## config.mk

```make
export PLATFORM = sky130hd
export DESIGN_NAME = inverter_bank_bist
export DESIGN_NICKNAME = d
export VERILOG_FILES = /design/src/rtl/inverter_bank_bist.sv
export SDC_FILE = /design/constraint.sdc
export NUM_CORES = 1
export LEC_CHECK = 0
export CAP_MARGIN = 20
export CORE_UTILIZATION = 30
export DETAILED_ROUTE_END_ITERATION = 16
export HOLD_SLACK_MARGIN = 0.08
export SYNTH_ARGS = -nofsm -noshare
export SYNTH_HDL_FRONTEND = slang
export SYNTH_SLANG_ARGS = --single-unit
```

## constraint.sdc

```tcl
create_clock -name clock -period 1.8 [get_ports clock]
set_input_delay 0.27 -clock clock [delete_from_list [all_inputs] [get_ports clock]]
set_output_delay 0.27 -clock clock [all_outputs]
set_load 0.005 [all_outputs]
```

## src/rtl/inverter_bank_bist.sv

```systemverilog
// Per-channel invert/buffer bank with a LATENCY-deep output pipeline and an exhaustive-pattern BIST.
// Optional stuck-at-0 fault injection on stage0 is enabled by defining FAULT_INJECT_EN.
module inverter_bank_bist #(
    parameter int CHANNELS = 6,
    parameter int LATENCY  = 1,
    localparam int FCW     = (CHANNELS > 1) ? $clog2(CHANNELS) : 1
) (
    input  logic                clock,
    input  logic                reset,
`ifdef FAULT_INJECT_EN
    input  logic [CHANNELS-1:0] stuck_mask,
`endif
    input  logic [CHANNELS-1:0] din,
    input  logic [CHANNELS-1:0] polarity,
    output logic [CHANNELS-1:0] dout,
    input  logic                bist_start,
    output logic                bist_busy,
    output logic                bist_done,
    output logic                bist_pass,
    output logic [FCW-1:0]      bist_fail_ch
);

    typedef enum logic [1:0] {S_IDLE, S_SWEEP, S_DRAIN, S_DONE} state_t;

    state_t              r_state;
    logic [CHANNELS:0]   r_cnt;
    logic [1:0]          r_drain;
    logic [CHANNELS-1:0] r_pol_snap;
    logic                r_fail;
    logic [CHANNELS-1:0] r_pipe [LATENCY];
    logic [CHANNELS-1:0] r_exp  [LATENCY];
    logic [LATENCY-1:0]  r_exp_vld;

    logic [CHANNELS-1:0] w_pattern;
    logic [CHANNELS-1:0] w_src;
    logic [CHANNELS-1:0] w_pol;
    logic [CHANNELS-1:0] w_stage0;
    logic [CHANNELS-1:0] w_expect;
    logic [CHANNELS-1:0] w_miss;
    logic                w_sweep;
    logic                w_cmp_fail;
    logic [FCW-1:0]      w_low;

    assign w_pattern = r_cnt[CHANNELS-1:0];
    assign w_src     = bist_busy ? w_pattern  : din;
    assign w_pol     = bist_busy ? r_pol_snap : polarity;
    assign w_expect  = w_pattern ^ r_pol_snap;
    assign w_sweep   = (r_state == S_SWEEP);
`ifdef FAULT_INJECT_EN
    assign w_stage0  = (w_src ^ w_pol) & ~stuck_mask;
`else
    assign w_stage0  = w_src ^ w_pol;
`endif

    assign dout       = r_pipe[LATENCY-1];
    assign w_miss     = dout ^ r_exp[LATENCY-1];
    assign w_cmp_fail = r_exp_vld[LATENCY-1] && (w_miss != '0);

    // Scan downward so the lowest mismatching index wins.
    always_comb begin
        w_low = '0;
        for (int i = CHANNELS - 1; i >= 0; i--) begin
            if (w_miss[i]) w_low = FCW'(i);
        end
    end

    always_ff @(posedge clock or posedge reset) begin
        if (reset) begin
            for (int i = 0; i < LATENCY; i++) begin
                r_pipe[i] <= '0;
                r_exp[i]  <= '0;
            end
            r_exp_vld <= '0;
        end else begin
            r_pipe[0]    <= w_stage0;
            r_exp[0]     <= w_expect;
            r_exp_vld[0] <= w_sweep;
            for (int i = 1; i < LATENCY; i++) begin
                r_pipe[i]    <= r_pipe[i-1];
                r_exp[i]     <= r_exp[i-1];
                r_exp_vld[i] <= r_exp_vld[i-1];
            end
        end
    end

    always_ff @(posedge clock or posedge reset) begin
        if (reset) begin
            r_state      <= S_IDLE;
            r_cnt        <= '0;
            r_drain      <= '0;
            r_pol_snap   <= '0;
            r_fail       <= 1'b0;
            bist_busy    <= 1'b0;
            bist_done    <= 1'b0;
            bist_pass    <= 1'b0;
            bist_fail_ch <= '0;
        end else begin
            if (w_cmp_fail) begin
                r_fail <= 1'b1;
                if (!r_fail) bist_fail_ch <= w_low;
            end
            case (r_state)
                S_IDLE, S_DONE: begin
                    if (bist_start) begin
                        r_pol_snap   <= polarity;
                        r_cnt        <= '0;
                        r_drain      <= '0;
                        r_fail       <= 1'b0;
                        bist_fail_ch <= '0;
                        bist_busy    <= 1'b1;
                        bist_done    <= 1'b0;
                        r_state      <= S_SWEEP;
                    end
                end
                S_SWEEP: begin
                    r_cnt <= r_cnt + 1'b1;
                    // Terminal count includes the extra MSB so a full 2^CHANNELS sweep never aliases to 0.
                    if (r_cnt == {1'b0, {CHANNELS{1'b1}}}) r_state <= S_DRAIN;
                end
                S_DRAIN: begin
                    if (r_drain == 2'(LATENCY)) begin
                        bist_busy <= 1'b0;
                        bist_done <= 1'b1;
                        bist_pass <= ~(r_fail | w_cmp_fail);
                        r_state   <= S_DONE;
                    end else begin
                        r_drain <= r_drain + 1'b1;
                    end
                end
                default: r_state <= S_IDLE;
            endcase
        end
    end

endmodule

```

## Word-level counts from Yosys, hierarchy flattened

Cells that the tools add are included.

- Output and inout bits: 12
- Input port bits: 15
- Bits in registers: 37

- Reduce and logical (&&, ||, !) cells: 12
- Mux-type cells: 30
- Bitwise operators: 5
- Add/subtract/negate cells: 2
- Equal/unequal tests: 9

Operators with widths:

| operator | number |
|---|---|
| $mux 3 | 10 |
| $xor 6x6->6 | 3 |
| $pmux 7 s2 | 1 |
| $mux 6 | 2 |
| $mux 2 | 5 |
| $reduce_and 3->1 | 3 |
| $add 7x1->7 const B | 1 |
| $eq 7x6->1 const B | 1 |
| $mux 1 | 7 |
| $mux 7 | 1 |
| $ne 2x2->1 const B | 3 |
| $pmux 2 s3 | 1 |
| $reduce_and 2->1 | 3 |
| $reduce_bool 6->1 | 1 |
| $eq 2x1->1 const B | 2 |
| $eq 2x2->1 const B | 2 |
| $pmux 1 s2 | 2 |
| $pmux 2 s2 | 1 |
| $reduce_bool 2->1 | 2 |
| $add 2x1->2 const B | 1 |
| $logic_not 2->1 | 1 |
| $ne 2x1->1 const B | 1 |
| $reduce_or 2->1 | 1 |
| $logic_and 1x1->1 | 1 |
| 2 further kinds | 2 |

## Longest topological paths before layout

Gate-level depths: netlist (run 1).

- Word-level depth: 11
- Mapped depth: 7
- Mapped depth without buffers: 6

## Worst setup path before layout (run 1)

No wires, ideal clock.

- Path type: register -> register
- Start point: reg r_cnt[0]
- End point: reg r_state[1]
- Setup time: 0.137 ns
- Cell stages (with the launch flop): 6
- Data arrival time: 1.575 ns
- Path buffers: 0
- Required time: 1.663 ns
- Path slack: 0.089 ns
- Cells stage by stage: dfrtp_1 > ha_1 > nand3_2 > or3_1 > a221o_2 > mux2i_1

- Longest elaborated chain between the ends: 3

Ends and longest elaborated chain:

| what | RTL line | text |
|---|---|---|
| start, declared | 26 | `logic [CHANNELS:0] r_cnt;` |
| start signal, assigned | 116 | `r_cnt <= r_cnt + 1'b1;` |
| $eq 7x6->1 | 118 | `if (r_cnt == {1'b0, {CHANNELS{1'b1}}}) r_state <= S_DRAIN;` |
| $ne 2x1->1 (no source line) | n/a |  |
| $reduce_and 3->1 (no source line) | n/a |  |
| end signal, assigned | 118 |  |
| end signal, assigned | 125 | `r_state <= S_DONE;` |
| end signal, assigned | 130 | `default: r_state <= S_IDLE;` |
| end, declared | 25 | `state_t r_state;` |

No other way between the ends.
A chain may end at the register's enable or synchronous reset.

## Worst setup path after layout (run 1)

- Start point: reg r_cnt[1]
- End point: reg r_state[1]

Same word-level chain as after synthesis.

==> run metrics, run 1 <==
clock skew 3.56 ps; # rows 27; max-slew violations 0; H-Tree Depth 2; CP arrival 1900 ps; Final Hold Viols 0; Setup violations, final 0; count of input and output buffers 26; multi-input combinational cell area 832 um2; status completed; sequential area share after synthesis 51.2%; synth top area cells dfrtp_1, xnor2_1, o21ai_0; crit share post-route 95.9%; reg2reg end r_state[1]$_DFFE_PP0P_; Compound-Gate Fraction of Synth Area 13.3%; minimum clock period 1730 ps; average wire per standard cell 12.7 um; GRT Resource Usage Total 13.3%; Worst-Margin Slew 478 ps; Mean Syn Cell Area 10.4 um2; crit-path max FO 4; ordered list of cells on the worst path ha_1 > nand3_2 > or3_1 > a221o_2 > mux2i_1; final layout net count 233; Post-Synth Simple-Gate Area 10.9%; first-pass GRT wire length 6330 um; mux cell area share after synthesis 7.61%; TritonCTS sink count 37; HP Class input port to async pin; Ys Warns 0; Crit. End Element flip-flop; Reg2Reg Depth 5; P&R area growth vs syn 28.4%; f_max 579 MHz; critical path required time 1970 ps; flops & latches, synth 37; largest net degree at the start of global routing 38; worst skew pair latency 280 ps; CTS buffer count 5; DRC viols 0; leading area contributor after synthesis dfrtp_1; die width 79.7 um; Clock Tree Buf Depth 2; number of diodes 0; die height 79.7 um; initial antenna violation count 0; Starting Density 31.9%; mapped cell area 0.00181 mm2; maxcap violations 0; Initial DRC Count 50; fillcell total 562; DPL Wire Length 2660 um; clock edge transition at the registers on the reported setup and hold paths 70 ps; Synth Area in Adders 3.46%; Vias/cell 4.71; total congestion overflow 0; RD Place Congestion 0.754; core area 0.00568 mm2; Fin Setup TNS 0 ps; syn_nets 194; placed instance count 278; startpoint types flip-flop; Yosys top cell area share 51.2%; first-pass detailed-route iteration total 4; post-detailed-route count of antenna-violating nets 0; distinct cell type count after synthesis 32; fraction of layout cells with a size suffix above 1 14.5%; clk root buf clkbuf_8; synthesized instance count 174; PwrDens 1760 mW/mm2; Leakage 1.02 nW; crit path max-delay cell type dfrtp_1; worst reg-to-reg setup slack 70 ps; final cell count without fillers 286; DIE AREA 0.00635 mm2; io pins 27; Max VDD drop 0.748 mV; worst r2r src r_cnt[1]$_DFFE_PP0P_; TritonCTS clock tree yes; slowest stage delay, CP 410 ps; largest family of logic cells by synthesized area compound AO/OA/AOI/OAI gates; Routed WL 3630 um; RSZ-0062 raised after global routing no; via count 1348; cts hold-fix bufs 0; relative slew slack 68.2%; XOR/XNOR Fraction of Synth Area 10.2%; vias in the first global route 1317; register area 926 um2; critical path class flip-flop to flip-flop
## layout by cell type, fill, tap and decap left out, drive strengths merged, types with 2 or more instances in the layout
master | netlist | layout
o21ai | 19 | 19
nand3 | 3 | 3
nor2 | 10 | 10
a22o | 3 | 3
dfrtp | 37 | 37
inv | 9 | 9
buf | 0 | 13
clkinv | 0 | 2
clkdlybuf4s50 | 0 | 26
a21oi | 7 | 7
nor3 | 2 | 2
or3 | 2 | 2
mux2i | 7 | 7
xor2 | 10 | 10
nor2b | 2 | 2
xnor2 | 11 | 11
a221o | 3 | 3
mux2 | 6 | 6
nand2 | 20 | 20
clkbuf | 7 | 6
ha | 5 | 5
## power by group
part | internal (mW) | switching [mW] | total [mW] | leakage [nW]
sequential | 1.22 | 0.273 | 1.49 | 0.455
combinational | 1.05 | 0.992 | 2.05 | 0.525
clock | 0.268 | 0.288 | 0.557 | 0.0450
## worst max-delay path: cells and delay by family, from the launching register on
family                   cells  cell delay (ps)
multiplexers                 1              130
adder cells (fa/ha/maj)      1              230
AND/OR/NAND/NOR              2              460
AO/OA/AOI/OAI                1              380
flip-flops                   1              410
## metal layers
layer / wire (um) / part of all wire, % / track usage [%] / up-vias
met2: 1650 / 45 / 19.9 / 30
met1: 1780 / 49 / 18.4 / 640
met5: 0 / 0 / 0 / -
met4: 39 / 1.1 / 4.36 / 0
met3: 160 / 4.4 / 3.54 / 6
li1: - / - / - / 672
## synth_stat cells
cell	instances
a21boi_0	1
a21oi_1	7
a221o_1	2
a221o_2	1
a221oi_1	1
a22o_1	3
a22oi_1	1
a31oi_1	1
clkbuf_1	7
dfrtp_1	37
ha_1	5
inv_1	9
mux2_2	6
mux2i_1	7
nand2_1	20
nand2b_1	1
nand3_1	2
nand3_2	1
nand3b_1	1
nor2_1	10
nor2b_1	2
nor3_1	2
nor4b_1	1
o211ai_1	1
o21a_1	1
o21ai_0	18
o21ai_1	1
o311ai_0	1
or3_1	2
or4_1	1
xnor2_1	11
xor2_1	10
## worst max path at each step
stage          slack [ps]                  from                   endpoint
5_1_grt                 8  r_cnt[1]$_DFFE_PP0P_     r_state[0]$_DFFE_PP0P_
4_1_cts                80  r_cnt[1]$_DFFE_PP0P_     r_state[1]$_DFFE_PP0P_
6_report               70  r_cnt[1]$_DFFE_PP0P_     r_state[1]$_DFFE_PP0P_
3_5_place_dp           90  r_cnt[1]$_DFFE_PP0P_     r_state[1]$_DFFE_PP0P_
2_1_floorplan          90  r_cnt[0]$_DFFE_PP0P_     r_state[1]$_DFFE_PP0P_
3_3_place_gp          120     dout[3]$_DFF_PP0_  bist_fail_ch[1]$_DFF_PP0_
## state kept, by name (all words and copies together), names as in the netlist
register / cells
bist_busy: 1
bist_done: 1
bist_fail_ch: 3
bist_pass: 1
dout: 6
r_cnt: 7
r_drain: 2
r_exp: 6
r_exp_vld: 1
r_fail: 1
r_pol_snap: 6
r_state: 2
## metrics by stage
stage / hold slack, ps / utilization (%) / area, um2 / power, mW / setup slack [ps]
after floorplan: 420 / - / 1810 / 2.73 / 88.6
after CTS: 414 / 40.8 / 2310 / 4.11 / 82.7
after global routing: 441 / 40.9 / 2320 / 4.49 / 8.15
final: 392 / 40.9 / 2320 / 4.09 / 73.0
after global placement: 465 / 39.3 / 2230 / 3.52 / 122
after detailed placement: 466 / 39.3 / 2230 / 3.54 / 88.1
## repair_timing
item                                   4_1_cts  5_1_grt
buffers inserted                             0        0
endpoints found under the hold margin        0        0
setup endpoints to repair                    0       10
resized for setup                            0        3
## cells by family (layout without fill, tap and decap cells)
logic type / count (synthesis) / in the layout
and+or+nand+nor: 43 / 43
AOI/OAI and AO/OA: 39 / 39
DFF: 37 / 37
xor gates and xnor gates: 21 / 21
buffers and inverters: 16 / 56
muxes: 13 / 13
adders and majority gates: 5 / 5
## layout make-up
| class | instances | share of cell area, % |
|---|---|---|
| Sequential cell | 37 | 39.9 |
| Inverter | 9 | 1.45 |
| Timing Repair Buffer | 39 | 15.4 |
| Clock inverter | 2 | 0.431 |
| Multi-Input combinational cell | 121 | 35.8 |
| Clock buffer | 6 | 3.12 |
| Tap cell | 72 | 3.88 |
Power figures use the tool's default switching activity.
==> run 2, diff against run 1 <==
Settings changed: CORE_MARGIN set to 10.
==> run metrics, run 2 (synthesized netlist as in run 1, its figures left out) <==
status completed (unchanged); P&R area growth vs syn 28.2% (was 28.4%); initial antenna violation count 0 (unchanged); met2 GRT Util 13.7% (was 19.9%); commonest non-fill, non-tap cells in the layout dfrtp_1, clkdlybuf4s50_1, nand2_1, o21ai_0, xnor2_1 (was dfrtp_1, clkdlybuf4s50_1, nand2_1, o21ai_0, buf_4); Pint 2.52 mW (was 2.54 mW); post-detailed-route count of antenna-violating nets 0 (unchanged); Comb pwr share 50.0% (about the same); grt peak-use layer met2 (unchanged); TritonCTS sink count 37 (unchanged); # rows 28 (was 27); ordered list of cells on the worst path ha_2 > nand3_2 > or3_1 > a221o_2 > mux2i_1 (was ha_1 > nand3_2 > or3_1 > a221o_2 > mux2i_1); final layout net count 231 (was 233); met3 Use GR 2.77% (was 3.54%); core area 0.00589 mm2 (was 0.00568 mm2); Largest register FFs 7 (unchanged); vias in the first global route 1410 (was 1317); crit share post-route 95.1% (was 95.9%); RSZ-0062 raised after global routing no (unchanged); number of diodes 0 (unchanged); clock share of power 13.5% (was 13.6%); f_max 584 MHz (was 579 MHz); first-pass GRT wire length 6670 um (was 6330 um); clock edge transition at the registers on the reported setup and hold paths 70 ps (about the same); largest reg by FF count r_cnt (unchanged); Crit. End Element flip-flop (unchanged); crit-path max FO 4 (unchanged); startpoint types flip-flop (unchanged); most common cell after layout, fill and taps aside dfrtp_1 (unchanged); Worst-Margin Slew 470 ps (was 478 ps); Clock Tree Buf Depth 2 (unchanged); Max VDD drop 0.657 mV (was 0.748 mV); Fin Setup TNS 0 ps (unchanged); slowest stage delay, CP 410 ps (about the same); relative slew slack 68.7% (was 68.2%); Initial DRC Count 74 (was 50); Leakage 1.02 nW (about the same); largest net degree at the start of global routing 38 (unchanged); H-Tree Depth 2 (unchanged); switching share of total power 37.8% (was 38.0%); PwrDens 1750 mW/mm2 (was 1760 mW/mm2); clk root buf clkbuf_8 (unchanged); die width 97.7 um (was 79.7 um); Bufs and invs on worst path 0 (unchanged); GRT Resource Usage Total 8.41% (was 13.3%); minimum clock period 1710 ps (was 1730 ps); clock skew 8.62 ps (was 3.56 ps); Final Hold Viols 0 (unchanged); Top delay family on crit path simple AND/OR/NAND/NOR gates (unchanged); CTS buffer count 5 (unchanged); max-slew violations 0 (unchanged); DIE AREA 0.00954 mm2 (was 0.00635 mm2); worst skew pair latency 280 ps (about the same); first-pass detailed-route iteration total 4 (unchanged); number of setup buffers added after CTS 0 (unchanged); Starting Density 30.7% (was 31.9%); Util after Layout 39.4% (was 40.9%); maxcap violations 0 (unchanged); crit path max-delay cell type dfrtp_1 (unchanged); critical path class flip-flop to flip-flop (unchanged); total congestion overflow 0 (unchanged); TritonCTS clock tree yes (unchanged); worst reg-to-reg setup slack 90 ps (was 70 ps); Flop pwr share 36.6% (was 36.4%); DPL Wire Length 2880 um (was 2660 um); DRC viols 0 (unchanged); HP Class input port to async pin (unchanged); average wire per standard cell 13.1 um (was 12.7 um); fraction of layout cells with a size suffix above 1 13.2% (was 14.5%); via count 1342 (was 1348); Setup violations, final 0 (unchanged); count of input and output buffers 26 (unchanged); io pins 27 (unchanged); critical path required time 1970 ps (about the same); Vias/cell 4.68 (was 4.71); RD Place Congestion 0.801 (was 0.754); Net Sw Power 1.53 mW (was 1.55 mW); Routed WL 3770 um (was 3630 um); die height 97.7 um (was 79.7 um); grt met1 use 10.2% (was 18.4%); CP arrival 1880 ps (was 1900 ps)
## run 2: changes by cell type in the layout (fill, tap and decap cells not counted)
cell / change
buf_4: -3
buf_12: +1
mux2i_1: +1
mux2i_2: -1
## run 2: per-layer routing
layer  vias to the layer above  part of all wire [%]
li1                        672                     -
met1                       639                    48
met2                        26                    47
met3                         5                   4.4
met4                         0                   1.1
met5                         -                     0
## run 2: cell type report
| class | instances | area, um2 |
|---|---|---|
| Clock buffer | 6 | 72.6 |
| Clock inverter | 2 | 10.0 |
| Fill cell | 603 | 3570 |
| Inverter | 9 | 33.8 |
| Multi-Input combinational cell | 121 | 828 |
| Sequential cell | 37 | 926 |
| Tap cell | 75 | 93.8 |
| Timing Repair Buffer | 37 | 355 |
## run 2: power by group through the flow
stage | Sequential (mW) | Combinational, mW | Clock [mW]
floorplan | 1.48 | 1.25 | 0
global placement | 1.48 | 2.03 | 0
detailed placement | 1.50 | 2.05 | 0
CTS | 1.48 | 2.06 | 0.569
global route | 1.53 | 2.33 | 0.614
finish | 1.48 | 2.02 | 0.545
## run 2: worst register-to-register path, stage by stage, from the launching register on
cell and delay (ps):
dfrtp_1 410, ha_2 240, nand3_2 80, or3_1 380, a221o_2 380, mux2i_1 130
## run 2: per-stage QoR
stage | setup WS [ps] | cell area (um2) | instances | power (mW) | hold WS (ps)
final | 87.6 | 2320 | 287 | 4.05 | 392
after global routing | 9.79 | 2320 | 287 | 4.47 | 447
after CTS | 30.8 | 2310 | 287 | 4.11 | 423
after detailed placement | 11.0 | 2230 | 279 | 3.55 | 465
after global placement | 73.5 | 2230 | 279 | 3.52 | 460
after floorplan | 88.6 | 1810 | 174 | 2.73 | 420
## run 2: path summary, 6_finish.rpt
| path | startpoint | to | depth (start not counted) |
|---|---|---|---|
| setup reg to reg | r_cnt[1]$_DFFE_PP0P_ | r_state[0]$_DFFE_PP0P_ | 5 |
| hold / removal | reset | r_drain[1]$_DFFE_PP0P_ | 3 |
| min in group clock | r_pol_snap[3]$_DFFE_PP0P_ | r_exp[3]$_DFF_PP0_ | 1 |
| hold reg to reg | r_pol_snap[3]$_DFFE_PP0P_ | r_exp[3]$_DFF_PP0_ | 1 |
| max in group asynchronous | reset | dout[4]$_DFF_PP0_ | 3 |
| setup / recovery | r_cnt[1]$_DFFE_PP0P_ | r_state[0]$_DFFE_PP0P_ | 5 |
## run 2: repair_timing
action,CTS,global route
setup endpoints to repair,0,5
resized for setup,0,2
hold buffers,0,0
==> run 3, diff against run 2 <==
Settings changed: CORE_MARGIN 10 to unset, REMOVE_ABC_BUFFERS set to 1, SKIP_CTS_REPAIR_TIMING set to 1.
==> run metrics, run 3 (synthesized netlist as in run 1, its figures left out) <==
ordered list of cells on the worst path ha_1 > nand3_2 > or3_1 > a221o_2 > mux2i_1 (was ha_2 > nand3_2 > or3_1 > a221o_2 > mux2i_1); max-slew violations 0 (unchanged); first-pass detailed-route iteration total 3 (was 4); post-detailed-route count of antenna-violating nets 0 (unchanged); most common cell after layout, fill and taps aside dfrtp_1 (unchanged); Worst-Margin Slew 476 ps (was 470 ps); fraction of layout cells with a size suffix above 1 14.9% (was 13.2%); Final Hold Viols 0 (unchanged); RD Place Congestion 0.781 (was 0.801); CP arrival 1870 ps (was 1880 ps); vias in the first global route 1320 (was 1410); Max VDD drop 0.732 mV (was 0.657 mV); Crit. End Element flip-flop (unchanged); Place WS 94.6 ps (was 11.0 ps); initial antenna violation count 0 (unchanged); clock share of power 17.3% (was 13.5%); H-Tree Depth 2 (unchanged); setup ws final 97.0 ps (was 87.6 ps); slowest stage delay, CP 400 ps (was 410 ps); CTS buffer count 5 (unchanged); Starting Density 31.9% (was 30.7%); die width 79.7 um (was 97.7 um); count of input and output buffers 26 (unchanged); io pins 27 (unchanged); DPL Wire Length 2630 um (was 2880 um); f_max 587 MHz (was 584 MHz); TritonCTS clock tree yes (unchanged); commonest non-fill, non-tap cells in the layout dfrtp_1, clkdlybuf4s50_1, nand2_1, o21ai_0, buf_4 (was dfrtp_1, clkdlybuf4s50_1, nand2_1, o21ai_0, xnor2_1); first-pass GRT wire length 5910 um (was 6670 um); core area 0.00568 mm2 (was 0.00589 mm2); crit share post-route 94.6% (was 95.1%); Comb pwr share 48.0% (was 50.0%); maxcap violations 0 (unchanged); Routed WL 3460 um (was 3770 um); clk root buf clkbuf_8 (unchanged); area post-placement 0.00224 mm2 (was 0.00223 mm2); clock skew 6.77 ps (was 8.62 ps); die height 79.7 um (was 97.7 um); Net Sw Power 1.53 mW (about the same); post-route cell area 0.00236 mm2 (was 0.00232 mm2); Fin Setup TNS 0 ps (unchanged); Util after Layout 41.6% (was 39.4%); HP Class input port to async pin (unchanged); TritonCTS sink count 37 (unchanged); DIE AREA 0.00635 mm2 (was 0.00954 mm2); Leakage 1.05 nW (was 1.02 nW); Initial DRC Count 48 (was 74); Largest register FFs 7 (unchanged); RSZ-0062 raised after global routing no (unchanged); via count 1344 (was 1342); Pint 2.73 mW (was 2.52 mW); GRT Resource Usage Total 12.4% (was 8.41%); PwrDens 1800 mW/mm2 (was 1750 mW/mm2); status completed (unchanged); Clock Tree Buf Depth 2 (unchanged); critical path class flip-flop to flip-flop (unchanged); critical path required time 1970 ps (about the same); startpoint types flip-flop (unchanged); switching share of total power 35.9% (was 37.8%); Vias/cell 4.68 (about the same); average wire per standard cell 12.0 um (was 13.1 um); P&R area growth vs syn 30.6% (was 28.2%); total congestion overflow 0 (unchanged); minimum clock period 1700 ps (was 1710 ps); DRC viols 0 (unchanged); crit path max-delay cell type dfrtp_1 (unchanged); worst skew pair latency 290 ps (was 280 ps); relative slew slack 68.3% (was 68.7%); Flop pwr share 34.7% (was 36.6%); # rows 27 (was 28); clock edge transition at the registers on the reported setup and hold paths 70 ps (about the same); crit-path max FO 4 (unchanged); Setup violations, final 0 (unchanged); largest net degree at the start of global routing 38 (unchanged); final layout net count 234 (was 231); largest reg by FF count r_cnt (unchanged); number of diodes 0 (unchanged)
## run 3: changes by cell type in the layout (fill, tap and decap cells not counted), sizes merged
cell | previous run | this run
clkinv | 2 | 0
bufinv | 0 | 1
buf | 11 | 14
clkbuf | 6 | 7
## run 3: worst max-delay path, delay by kind of cell, from the launching register on
kind            cells  cell delay (ps)
compound gates      1              370
fa+ha+maj           1              230
flops               1              400
mux                 1              130
simple gates        2              460
## run 3: layer usage
layer	up-vias	global-route usage [%]	share of wire, %	wire (um)
met2	16	20.3	48	1650
li1	681	-	-	-
met5	-	0	0	0
met1	643	15.9	48	1670
met3	4	3.09	2.8	98
met4	0	4.36	1.0	36
## run 3: path summary, 6_finish.rpt
path	startpoint	to	cells past startpoint	slack, ps
setup / recovery	r_cnt[1]$_DFFE_PP0P_	r_state[0]$_DFFE_PP0P_	5	100
hold / removal	reset	r_drain[1]$_DFFE_PP0P_	3	390
setup reg to reg	r_cnt[1]$_DFFE_PP0P_	r_state[0]$_DFFE_PP0P_	5	100
hold reg to reg	r_pol_snap[2]$_DFFE_PP0P_	r_exp[2]$_DFF_PP0_	1	460
max in group asynchronous	reset	r_cnt[4]$_DFFE_PP0P_	3	1070
min in group clock	r_pol_snap[2]$_DFFE_PP0P_	r_exp[2]$_DFF_PP0_	1	460
## run 3: power by group through the flow
stage	registers [mW]	clock network, mW	logic (mW)
2_1_floorplan	1.50	0	1.21
3_3_place_gp	1.49	0	2.01
3_5_place_dp	1.50	0	2.05
4_1_cts	1.48	0.754	2.05
5_1_grt	1.53	0.794	2.31
6_report	1.48	0.735	2.04
## run 3: layout make-up
| cell class | instances | area [um2] |
|---|---|---|
| clock buffers | 7 | 86.3 |
| clock inverters | 1 | 30.0 |
| fillers | 555 | 3310 |
| inverters | 9 | 33.8 |
| multi-input cells | 121 | 832 |
| flip-flops and latches | 37 | 926 |
| well taps | 72 | 90.1 |
| repair buffers | 40 | 365 |
## run 3: per-stage QoR
step / total power [mW] / hold slack [ps] / std cells
after floorplan: 2.70 / 372 / 167
after global placement: 3.50 / 461 / 279
after detailed placement: 3.55 / 463 / 279
after CTS: 4.29 / 409 / 287
after global routing: 4.64 / 455 / 287
final: 4.25 / 386 / 287
